[config.mk]
export PLATFORM = sky130hd
export DESIGN_NAME = cr_kme_fifo_arb
export DESIGN_NICKNAME = d
export VERILOG_FILES = /design/src/rtl/cr_kme_fifo_arb_pkg.sv /design/src/rtl/cr_kme_rr_pick.sv /design/src/rtl/cr_kme_fifo_arb.sv
export SDC_FILE = /design/constraint.sdc
export NUM_CORES = 1
export LEC_CHECK = 0
export CAP_MARGIN = 10
export CELL_PAD_IN_SITES_DETAIL_PLACEMENT = 1
export CELL_PAD_IN_SITES_GLOBAL_PLACEMENT = 1
export CORE_AREA = 2 2 261 263
export CTS_BUF_LIST = sky130_fd_sc_hd__clkbuf_8
export DETAILED_ROUTE_END_ITERATION = 6
export DIE_AREA = 0 0 263 265
export PLACE_DENSITY_LB_ADDON = 0.1
export RECOVER_POWER = 50
export SYNTH_ARGS = -nofsm -noshare
export SYNTH_HDL_FRONTEND = slang
export SYNTH_SLANG_ARGS = --single-unit
[constraint.sdc]
create_clock -name clk -period 3.99 [get_ports clk]
set_input_delay 0.399 -clock clk [delete_from_list [all_inputs] [get_ports clk]]
set_output_delay 0.399 -clock clk [all_outputs]
set_load 0.005 [all_outputs]
[src/rtl/cr_kme_fifo_arb_pkg.sv]
// Shared types and default widths for the KME FIFO write-port arbiter.
package cr_kme_fifo_arb_pkg;

  // Arbiter FSM encoding, kept as plain constants for legacy tools.
  typedef logic [0:0] arb_state_t;
  localparam arb_state_t ARB_IDLE   = 1'b0;  // no owner, arbitrating
  localparam arb_state_t ARB_LOCKED = 1'b1;  // owner = grant_id, mid-packet

  // Default geometry of the KME write datapath.
  localparam int ARB_NUM_REQ_DEF     = 4;
  localparam int ARB_DATA_SIZE_DEF   = 132;
  localparam int ARB_ID_W_DEF        = 3;
  localparam int ARB_WDOG_CYCLES_DEF = 1024;

endpackage

[src/rtl/cr_kme_rr_pick.sv]
// Round-robin pick: first set bit of req at or after ptr, modulo N.
// Purely combinational; ptr must be below N.
module cr_kme_rr_pick #(
  parameter int N     = 4,
  parameter int IDX_W = 3
) (
  input  logic [N-1:0]     req,
  input  logic [IDX_W-1:0] ptr,
  output logic [IDX_W-1:0] idx,
  output logic             found
);

  // Walk the rotated request vector; the first hit is un-rotated into idx.
  always_comb begin
    // NOTE: every output gets a default before the loop, otherwise an
    // unmatched path would hold its old value and infer a latch.
    int c;
    idx   = '0;
    found = 1'b0;
    c     = 0;
    for (int k = 0; k < N; k++) begin
      c = int'(ptr) + k;
      if (c >= N) c = c - N;
      if (!found && req[c]) begin
        found = 1'b1;
        idx   = IDX_W'(c);
      end
    end
  end

endmodule

[src/rtl/cr_kme_fifo_arb.sv]
// Packet-aware round-robin arbiter in front of a cr_kme FIFO write port.
// A requester keeps the grant until its eop beat has been written, so
// packets never interleave in the FIFO.
// Optional: define CR_KME_FIFO_ARB_WDOG_EN to add a lock watchdog
// (parameter WDOG_CYCLES, output wdog_err) that frees a silent owner.
module cr_kme_fifo_arb
  import cr_kme_fifo_arb_pkg::*;
#(
  parameter int NUM_REQ   = ARB_NUM_REQ_DEF,    // 2..8
  parameter int DATA_SIZE = ARB_DATA_SIZE_DEF,  // matches the FIFO
  parameter int ID_W      = ARB_ID_W_DEF        // 2**ID_W >= NUM_REQ
`ifdef CR_KME_FIFO_ARB_WDOG_EN
  ,
  parameter int WDOG_CYCLES = ARB_WDOG_CYCLES_DEF
`endif
) (
  input  logic                         clk,
  input  logic                         rst_n,
  input  logic [NUM_REQ-1:0]           req_valid,
  input  logic [NUM_REQ-1:0]           req_eop,
  input  logic [NUM_REQ*DATA_SIZE-1:0] req_data,
  output logic [NUM_REQ-1:0]           req_ack,
  output logic [DATA_SIZE-1:0]         fifo_in,
  output logic                         fifo_in_valid,
  input  logic                         fifo_in_stall,
`ifdef CR_KME_FIFO_ARB_WDOG_EN
  output logic                         wdog_err,
`endif
  output logic [ID_W-1:0]              grant_id,
  output logic                         locked
);

  arb_state_t      state;
  logic [ID_W-1:0] rr_ptr;

  logic [ID_W-1:0] pick_idx;
  logic            pick_found;
  logic [ID_W-1:0] sel;
  logic            sel_valid;
  logic            sel_eop;
  logic            owner_valid;

  // Next round-robin start after index v, wrapping at NUM_REQ-1.
  function automatic logic [ID_W-1:0] inc_wrap(input logic [ID_W-1:0] v);
    return (v == ID_W'(NUM_REQ - 1)) ? '0 : v + 1'b1;
  endfunction

  cr_kme_rr_pick #(
    .N     (NUM_REQ),
    .IDX_W (ID_W)
  ) u_pick (
    .req   (req_valid),
    .ptr   (rr_ptr),
    .idx   (pick_idx),
    .found (pick_found)
  );

  // Owner's valid, looked up by compare so grant_id may be wider than needed.
  always_comb begin
    owner_valid = 1'b0;
    for (int i = 0; i < NUM_REQ; i++) begin
      if (grant_id == ID_W'(i)) owner_valid = req_valid[i];
    end
  end

  // While locked only the owner may write; otherwise the fresh winner.
  assign locked    = (state == ARB_LOCKED);
  assign sel       = locked ? grant_id : pick_idx;
  assign sel_valid = locked ? owner_valid : pick_found;

  // Issue is suppressed during reset so nothing reaches the FIFO while
  // the arbiter is being cleared, even with requesters still valid.
  assign fifo_in_valid = rst_n & sel_valid & ~fifo_in_stall;

  // Zero-latency write mux and one-hot acknowledge for the selected lane.
  always_comb begin
    fifo_in = '0;
    sel_eop = 1'b0;
    req_ack = '0;
    for (int i = 0; i < NUM_REQ; i++) begin
      if (sel == ID_W'(i)) begin
        fifo_in    = req_data[i*DATA_SIZE +: DATA_SIZE];
        sel_eop    = req_eop[i];
        req_ack[i] = fifo_in_valid;
      end
    end
  end

`ifdef CR_KME_FIFO_ARB_WDOG_EN
  localparam int WDOG_W = $clog2(WDOG_CYCLES + 1);

  logic [WDOG_W-1:0] wdog_cnt;
  logic              wdog_fire;

  // Fires on the WDOG_CYCLES-th consecutive silent cycle of the owner.
  assign wdog_fire = locked && !owner_valid &&
                     (wdog_cnt == WDOG_W'(WDOG_CYCLES - 1));

  // Silent-owner counter; any owner beat or leaving LOCKED clears it.
  always_ff @(posedge clk or negedge rst_n) begin
    if (!rst_n) begin
      wdog_cnt <= '0;
      wdog_err <= 1'b0;
    end else begin
      wdog_err <= wdog_fire;
      if (locked && !owner_valid && !wdog_fire) wdog_cnt <= wdog_cnt + 1'b1;
      else                                      wdog_cnt <= '0;
    end
  end
`endif

  // Arbiter FSM: lock on a non-eop beat, release and advance on eop.
  always_ff @(posedge clk or negedge rst_n) begin
    // NOTE: state registers use non-blocking assignments so every flop
    // samples the pre-edge values regardless of statement order.
    if (!rst_n) begin
      state    <= ARB_IDLE;
      rr_ptr   <= '0;
      grant_id <= '0;
    end else if (fifo_in_valid) begin
      grant_id <= sel;
      if (sel_eop) begin
        state  <= ARB_IDLE;
        rr_ptr <= inc_wrap(sel);
      end else begin
        state  <= ARB_LOCKED;
      end
    end
`ifdef CR_KME_FIFO_ARB_WDOG_EN
    else if (wdog_fire) begin
      state  <= ARB_IDLE;
      rr_ptr <= inc_wrap(grant_id);
    end
`endif
  end

endmodule

==> results.md <==
* Post-synth EDFFs at 0
* Drt total wl at 59.4 mm
* Yosys warnings at 0
* Die Y at 265 um
* Core box area at 66800 um2
* Total track usage at 0.151
* Critical path type: reg2out
* Count of cell types in the netlist at 35
* Fin crit share at 1.06
* Worst slew margin at 0.701
* CTS tree: built
* PD cells at 1020 nW/um2
* Internal power at 0.00966 W
* Violated checks: setup timing
* Wire per inst at 23.0 um
* CTS Buf Count at 3
* Routed vias/inst at 4.04
* Clock skew at 8.68 ps
* CTS Sinks at 7
* Pre-CTS setup slack at -646 ps
* Worst-margin pin slew at 446 ps
* Setup crit end kind: primary output
* Smallest setup slack after layout at -248 ps
* FMAX at 0.236 GHz
* GPL Wtd Cong at 0.796
* FF+latch count, synth at 7
* Mapped Area at 5060 um2
* Critical R2R Launch: rr_ptr[0]
* Synth Flop Type: dfrtp_1
* Vias in the first global route at 11100
* Worst IR drop on VDD at 0.000287 V
* Clock Pin Slew Worst Setup and Hold Paths at 50 ps
* Syn-to-layout area delta at 252%
* CP Max Fanout at 7
* Most frequent cells after synthesis: 140 x a21oi_1, 139 x nor2_1, 139 x nor2b_1
* Status: finished with violations
* Final ANT Viol Nets at 0
* # DRC at 0
* Count of final max-slew check failures at 0
* Synth top area share at 0.232
* WL met3 at 4.70 mm
* Starting Density at 0.0757
* # IOs at 680
* Net switching fraction of the power at 0.467
* Hold WC Path Type: reg2reg
* Final setup viols at 133
* FFs w/ async S/R, synth at 1.00
* Dpl hpwl at 44.2 mm
* Cts hold-fix bufs at 0
* Clock network power share at 0.006
* H-tree depth at 1
* Cell taking the most area after synthesis: a221oi_1
* Net Sw Power at 0.00847 W
* Critical path startpoint: rr_ptr[0]
* M1 WL at 21.8 mm
* Clock latency on the worst-skew pair at 230 ps
* Tmin final at 4240 ps
* Crit path required time at 3590 ps
* Largest net degree at the start of global routing at 50
* Mapped Cells at 863
* Reg2reg setup slack at -40 ps
* FILL cells at 7696
* Final hold viol count at 0
* Mapped Avg Cell Area at 5.86 um2
* First-pass GRT wire length at 79.0 mm
* Die extent in x at 263 um
* Rows at 95
* Drt pass-1 iters at 4
* RR Endpoint: rr_ptr[0]
* Seq pwr share at 0.007
* Gr ovfl total at 0
* Initial antenna violation count at 23
* Top Layer Used: met5
* Setup TNS at -18420 ps
* Most common cell in the netlist: a21oi_1
* Met2 WL at 31.7 mm
* Gate power share at 0.988
* Worst Path Arrival at 3840 ps
* Drt first-iter violations at 290
* Register area share after synthesis at 0.0346
* Maxcap violations at 0
* Crit path launch type: flip-flop
* CTS max path bufs at 2
* Syn_nets at 1408
* FF-to-FF path depth at 19
* Unrepaired setup endpoints after global routing: true
* Layout cells sized above 1 at 0.400
* Root Driver: clkbuf_8
* Top post-synthesis cells by area: a221oi_1 23%, nor2b_1 17%, a21oi_1 14%, nor3_1 13%, nor2_1 10%
* Worst setup endpoint: fifo_in[42]
* Die area at 69700 um2
* Port Buffers at 679
* Via Count at 10400
* Cell leakage power at 6.73 nW
* Final Net Count at 2243
## power groups by stage
stage / Combinational, W / Clock, W / Sequential, W
floorplan: 0.00546 / 0 / 0.000123
global placement: 0.0128 / 0 / 0.000122
detailed placement: 0.0127 / 0 / 0.000121
CTS: 0.0148 / 0.000110 / 0.000121
global route: 0.0193 / 0.000112 / 0.000124
finish: 0.0179 / 0.000105 / 0.000120
## worst min-delay path by stage
stage | to | depth (start not counted) | start | slack (ps)
4_1_cts | grant_id[2] | 1 | rst_n | 480
5_1_grt | grant_id[2] | 1 | grant_id[2] | 560
3_3_place_gp | grant_id[2] | 1 | grant_id[2] | 500
3_5_place_dp | grant_id[2] | 1 | grant_id[2] | 530
6_report | grant_id[2] | 1 | grant_id[2] | 530
2_1_floorplan | grant_id[0] | 0 | rst_n | 100
## cell families (layout without fill, tap and decap cells)
| kind of cell | count (synthesis) | after routing | synth area share |
|---|---|---|---|
| and+or+nand+nor | 433 | 433 | 0.433 |
| AOI/OAI and AO/OA | 292 | 292 | 0.399 |
| buffers and inverters | 118 | 952 | 0.0948 |
| muxes | 7 | 7 | 0.0238 |
| DFF | 7 | 7 | 0.0346 |
| adders and majority gates | 6 | 6 | 0.0148 |
| other | 0 | 13 | 0 |
## per-stage QoR
stage | hold slack (ps) | cells | util | power, W | area (um2)
finish | 526 | 2583 | 0.267 | 0.0181 | 17800
global route | 562 | 2581 | 0.267 | 0.0196 | 17800
CTS | 483 | 2481 | 0.230 | 0.0150 | 15400
detailed placement | 528 | 2424 | 0.206 | 0.0129 | 13800
global placement | 501 | 2424 | 0.206 | 0.0129 | 13800
floorplan | 103 | 863 | - | 0.00558 | 5100
## critical path, cell delays in order, from the launching register on
cell	delay, ps
dfrtp_2	400
inv_2	80
ha_4	200
or2_1	220
or4_4	520
a21oi_4	140
nor3_2	50
o31a_1	330
buf_4	150
buf_6	120
ha_4	190
buf_12	140
clkbuf_16	170
buf_6	130
clkbuf_16	160
a221oi_4	220
nor3_1	70
a21oi_1	140
nor2_1	60
buf_2	130
## what timing repair did
action,4_1_cts,5_1_grt
resized for setup,668,372
pin swaps,108,186
buffers inserted,48,83
setup endpoints to repair,138,137
gates cloned,9,17
## metal layers
metal / global-route usage / vias up
met5: 0 / -
met4: 0.0343 / 20
met3: 0.0507 / 60
met2: 0.289 / 420
met1: 0.159 / 5005
li1: - / 4926
## registers in the layout, indices dropped and copies added, names as in the netlist
signal / count
locked: 1
rr_ptr: 3
grant_id: 3
## cell type report
class / instances / area [um2] / share of cell area
Timing Repair Buffer: 940 / 9570 / 0.537
Multi-Input combinational cell: 738 / 6870 / 0.386
Tap cell: 873 / 1090 / 0.0613
Sequential cell: 7 / 176 / 0.00990
Clock buffer: 3 / 41.3 / 0.00232
Antenna cell: 13 / 32.5 / 0.00183
Inverter: 8 / 30.0 / 0.00169
Clock inverter: 1 / 3.75 / 0.000211
## cells in the final DEF, fill, tap and decap left out, drive strengths merged, types with 2 or more instances in the layout
master,synthesis,final
mux4,4,4
dfrtp,7,7
diode,0,13
o21ai,6,6
clkdlybuf4s50,0,540
a21oi,140,140
dlymetal6s2s,0,2
buf,16,361
o21a,2,2
dlygate4sd2,0,4
a221oi,134,134
dlygate4sd3,0,2
mux2i,3,3
nor3,135,135
a32o,2,2
nand2,6,6
a21o,2,2
inv,8,9
nor2b,139,139
clkbuf,94,34
ha,6,6
nor2,139,139
and2,6,6
(Power assumes the default switching activity.)
